File: src/rtl/regfile_wr_demux.sv
// rtl/regfile_wr_demux.sv - LEGv8 register file write demux with staged commit and one read port
//
// Purpose:
//   Routes one WIDTH-bit writeback value into one of 2**ADDR_W registers
//   through a one-hot decode. A write is captured into a one-entry pending
//   stage on one edge and committed to storage on the next edge, giving a
//   throughput of one write per cycle. Register ZERO_REG reads as zero and
//   is never written.
//
// Optional feature macro: REGFILE_BYPASS_EN
//   Defined   : a read of the pending (non-zero-register) address returns the
//               pending data, so read-after-write latency is one edge.
//   Undefined : reads always return committed storage.
//
// Ports:
//   clk        in   system clock, rising edge
//   reset      in   synchronous active-low reset
//   wr_en      in   write request this cycle
//   wr_addr    in   [ADDR_W-1:0] destination register index
//   wr_data    in   [WIDTH-1:0]  writeback value
//   rd_addr    in   [ADDR_W-1:0] read index
//   rd_data    out  [WIDTH-1:0]  combinational read value
//   wr_onehot  out  [2**ADDR_W-1:0] registered decode of the pending write
//   pend_valid out  a staged write awaits commit

module regfile_wr_demux #(
  parameter int WIDTH    = 64,
  parameter int ADDR_W   = 5,
  parameter int ZERO_REG = 31
) (
  input  logic                    clk,
  input  logic                    reset,
  input  logic                    wr_en,
  input  logic [ADDR_W-1:0]       wr_addr,
  input  logic [WIDTH-1:0]        wr_data,
  input  logic [ADDR_W-1:0]       rd_addr,
  output logic [WIDTH-1:0]        rd_data,
  output logic [(1<<ADDR_W)-1:0]  wr_onehot,
  output logic                    pend_valid
);

  localparam int NREG = 1 << ADDR_W;
  localparam logic [ADDR_W-1:0] ZERO_A = ADDR_W'(ZERO_REG);

  logic [WIDTH-1:0]  storage [NREG];
  logic [ADDR_W-1:0] pend_addr;
  logic [WIDTH-1:0]  pend_data;
  logic [NREG-1:0]   decode;

  // 5:32 one-hot decode of the incoming write address.
  always_comb begin
    decode = '0;
    decode[wr_addr] = 1'b1;
  end

  always_ff @(posedge clk) begin
    if (!reset) begin
      pend_valid <= 1'b0;
      wr_onehot  <= '0;
      pend_addr  <= '0;
      pend_data  <= '0;
      for (int i = 0; i < NREG; i++) begin
        storage[i] <= '0;
      end
    end else begin
      // Commit the older write while capturing the newer one on the same edge.
      // pend_addr is the encoded form of wr_onehot, so exactly one register is
      // selected; the zero register is captured but never stored.
      if (pend_valid && (pend_addr != ZERO_A)) begin
        storage[pend_addr] <= pend_data;
      end

      pend_valid <= wr_en;
      if (wr_en) begin
        pend_addr <= wr_addr;
        pend_data <= wr_data;
        wr_onehot <= decode;
      end else begin
        wr_onehot <= '0;
      end
    end
  end

  // Zero-register rule has the highest priority, then bypass, then storage.
  always_comb begin
    rd_data = storage[rd_addr];
`ifdef REGFILE_BYPASS_EN
    if (pend_valid && (rd_addr == pend_addr) && (pend_addr != ZERO_A)) begin
      rd_data = pend_data;
    end
`else
`endif
    if (rd_addr == ZERO_A) begin
      rd_data = '0;
    end
  end

endmodule

File: config.mk
export PLATFORM = sky130hd
export DESIGN_NAME = regfile_wr_demux
export DESIGN_NICKNAME = d
export VERILOG_FILES = /design/src/rtl/regfile_wr_demux.sv
export SDC_FILE = /design/constraint.sdc
export NUM_CORES = 2
export LEC_CHECK = 0
export BUFFER_PORTS_ARGS = -buffer_cell sky130_fd_sc_hd__buf_2
export CAP_MARGIN = 25
export CORE_MARGIN = 5
export CORE_UTILIZATION = 65
export DETAILED_ROUTE_END_ITERATION = 10
export PLACE_DENSITY = 0.82
export SLEW_MARGIN = 20
export SYNTH_ARGS = -nofsm -noshare
export SYNTH_HDL_FRONTEND = slang
export SYNTH_SLANG_ARGS = --single-unit
File: constraint.sdc
create_clock -name clk -period 13.7 [get_ports clk]
set_clock_uncertainty 0.1 [all_clocks]
set_input_delay 0.685 -clock clk [delete_from_list [all_inputs] [get_ports clk]]
set_output_delay 0.685 -clock clk [all_outputs]
set_load 0.01 [all_outputs]
==> run summary <==
PWR
-----------------------------------------------------------------------------------------
Worst vdd rail ir drop                                                           0.111 mV
Total power divided by cell area                                               135 mW/mm2
Leakage dissipation                                                             0.0391 uW
Total design power                                                              14,200 uW

FINAL LAYOUT
-----------------------------------------------------------------------------------------
Final non-filler cell area                                                      0.105 mm2
Layout Utilization                                                                  72.4%
Layout cell share with drive strength beyond 1                                      16.1%
Net count reported at finish                                                        6,441
Layout area overhead                                                                10.7%
Number of fillers in the final layout                                               8,630

STA
-----------------------------------------------------------------------------------------
Fin crit period                                                                   6.46 ns
Maximum clock frequency                                                           155 MHz
Setup repair after global routing missed its margin                                 false
Relative slew slack                                                                 22.6%
Least-Margin Pin Slew                                                             1.16 ns
Endpoints failing hold                                                                  0
Sum of negative setup slack                                                          0 ns
Setup violations, final                                                                 0
Pins Over Slew Limit                                                                    0
Final worst path period share                                                       47.2%

CLOCK NETWORK
-----------------------------------------------------------------------------------------
Number of resized instances in the post-cts repair step                                 0
CTS tree                                                                              yes
Clock latency of the later-clocked register in the worst-skew pair                0.87 ns
Clock slew at the register clock pins of the worst setup and hold paths           0.06 ns
Clock sink total                                                                    2,136
Root cell of the clock tree                                                  sky130_fd_sc_hd__clkbuf_16
Maximum buffer depth of the clock tree                                                  3
CTS HTree Levels                                                                        4
Inserted Clock Buffers                                                                206

CRITICAL PATH
-----------------------------------------------------------------------------------------
Crit path to                                                                  rd_data[50]
Biggest fanout along the worst timing path                                            116
Arrival time reported for the critical path endpoint                              5.68 ns
Launching element type of the critical path                                    input port
Nature of the critical path endpoint                                          output port
Count of cells along the worst register-to-register path                                4
WS Path Type                                                                    in -> out
Worst EP required                                                                12.91 ns
CP Launch Point                                                                rd_addr[0]
Reg2reg end                                                                  storage[29][37]
Worst reg2reg path startpoint                                                pend_addr[2]
Worst R2R Setup Slack                                                             9.75 ns

SYNTHESIS
-----------------------------------------------------------------------------------------
Top cells by instance count after synthesis                                  sky130_fd_sc_hd__edfxtp_1 (2,034), sky130_fd_sc_hd__and2_1 (1,986), sky130_fd_sc_hd__clkbuf_1 (495)
Most frequently used flop master after synthesis                             sky130_fd_sc_hd__edfxtp_1
Area fraction of the dominant cell type after synthesis                             64.1%
Count leader, synth                                                          sky130_fd_sc_hd__edfxtp_1
Proportion of register bits with asynchronous set or reset after synthesis             0%
Number of cells produced by synthesis                                               6,357
Unique masters post-synth                                                              42
Flip-flop and latch count after synthesis                                           2,136
Dominant cell type by area after synthesis                                   sky130_fd_sc_hd__edfxtp_1
Mean cell area of the mapped netlist                                             15.0 um2
Top post-synthesis cells by area                                             sky130_fd_sc_hd__edfxtp_1 (64%), sky130_fd_sc_hd__and2_1 (13%), sky130_fd_sc_hd__mux4_2 (7.3%)
Number of synthesized flops with an enable pin                                      2,034
Yosys warning total                                                                     0
Summed instance area of the synthesized netlist                                0.0952 mm2
Proportion of synthesized chip area in sequential cells                             66.3%

ROUTE
-----------------------------------------------------------------------------------------
Total routed wirelength                                                            294 mm
Wire length per cell                                                              34.7 um
Number of remaining DRC errors                                                          0
Detailed-route wire length on metal 1                                             94.3 mm
DR WL met2                                                                         131 mm
Vias per cell                                                                        6.99
DRT iter0 DRCs                                                                      11.0k
Detailed route wirelength on metal3                                               47.0 mm
Number of antenna-violating nets in the routed design                                   0
Max layer used                                                                       met5
Vias after detailed routing                                                         59.2k
Number of detailed-routing iterations run before antenna repair                         6

DIE
-----------------------------------------------------------------------------------------
Y dimension of the die                                                             393 um
Die width                                                                          393 um
Num ports                                                                             174
Rows                                                                                  140
Die area                                                                        0.154 mm2
Starting density of the core                                                        65.4%
Core outline area                                                               0.146 mm2

GLOBAL ROUTE
-----------------------------------------------------------------------------------------
Overflow left after global routing                                                      0
Antenna violations before repair                                                       23
Maximum number of pins on one net before global-route repair                          136
Global-route wire length before repair                                             415 mm
Vias in the first global route                                                      59.3k
GRT Overall Usage                                                                   38.3%

RUN
-----------------------------------------------------------------------------------------
Number of max-cap violations                                                            0

PLACE
-----------------------------------------------------------------------------------------
Port bufs                                                                             173
Detail Placement HPWL                                                              152 mm
Routability congestion estimate from global placement                               0.845
Cell area after placement                                                      0.0978 mm2

STATUS
-----------------------------------------------------------------------------------------
Outcome                                                                      finished clean

MIN PATH
-----------------------------------------------------------------------------------------
Tightest Hold Check Type                                                        in -> reg
Min-Delay Startpoint                                                          wr_data[61]

[cell families (layout without fill, tap and decap cells)]
logic type	after synthesis	in the layout	synth area share [%]
and+or+nand+nor	2382	2382	15.0
other	1	65	0.00394
DFF	2136	2136	66.3
buffers and inverters	626	762	2.92
AOI/OAI and AO/OA	404	404	3.26
muxes	808	808	12.5
[flip-flops by register name, summed over array words and instances (netlist names)]
name,flops
pend_addr,5
pend_data,64
pend_valid,1
storage,2034
wr_onehot,32
[report_power, final]
part,switching [uW],leakage (uW),internal [uW]
Sequential,139,0.0217,7370
Clock,2490,0.00327,3200
Combinational,666,0.0141,326
[layout make-up]
class	instances	area, um2	area share, %
diodes	15	37.5	0.0356
clock buffers	289	5670	5.38
clock inverters	97	1040	0.982
inverters	1	8.76	0.00831
multi-input cells	3644	30100	28.6
flip-flops and latches	2136	63100	59.9
well taps	1917	2400	2.27
repair buffers	375	3030	2.87
[worst min path at each step]
| stage | slack [ns] | end | cells after the start |
|---|---|---|---|
| finish | 0.03 | pend_data[61] | 3 |
| floorplan | 0.41 | pend_addr[0] | 2 |
| global route | 0.03 | pend_data[36] | 3 |
| detailed placement | 0.46 | pend_addr[1] | 2 |
| global placement | 0.43 | pend_addr[0] | 2 |
| CTS | 0.01 | pend_data[36] | 3 |
[per-stage QoR]
step | hold WS (ns) | setup WS (ns) | std cells
after floorplan | 0.412 | 6.94 | 6406
after global placement | 0.433 | 7.19 | 8000
after detailed placement | 0.462 | 7.33 | 8009
after CTS | 0.0118 | 7.29 | 8436
after global routing | 0.0342 | 6.97 | 8461
final | 0.0349 | 7.24 | 8474
[routing by layer]
layer	up-vias	GRT usage, %
met1	29100	49.1
li1	23200	-
met3	1160	12.5
met5	-	0
met2	5665	56.9
met4	12	24.4
[critical path, stage by stage]
cell and delay [ns]:
sky130_fd_sc_hd__buf_8 0.52, sky130_fd_sc_hd__buf_4 0.74, sky130_fd_sc_hd__buf_12 0.56, sky130_fd_sc_hd__buf_12 0.71
sky130_fd_sc_hd__mux4_2 0.61, sky130_fd_sc_hd__a22o_1 0.24, sky130_fd_sc_hd__a2111oi_0 0.64, sky130_fd_sc_hd__a311oi_2 0.24
sky130_fd_sc_hd__buf_2 0.28
[what timing repair did]
| action | CTS | global route |
|---|---|---|
| buffers inserted | 0 | 0 |
| hold buffers | 41 | 0 |
| endpoints found under the hold margin | 41 | 0 |
[cell usage in the layout (no fill, tap or decap), drive strengths merged, types with 12 or more instances in the layout]
cell	count
or2	23
dfxtp	102
a2111oi	37
diode	15
conb	50
nor3	28
o21ai	31
and2	1986
clkinv	71
bufinv	16
nand4	26
o221ai	40
nand2b	14
o22ai	37
a41oi	12
mux2i	486
mux2	15
a22oi	62
a221oi	12
nor2	140
a21oi	31
a211oi	52
mux4	307
a22o	77
edfxtp	2034
nand2	107
buf	331
dlygate4sd3	41
clkbuf	292
nand3	34
No activity file was read; power rests on OpenSTA's default activity.
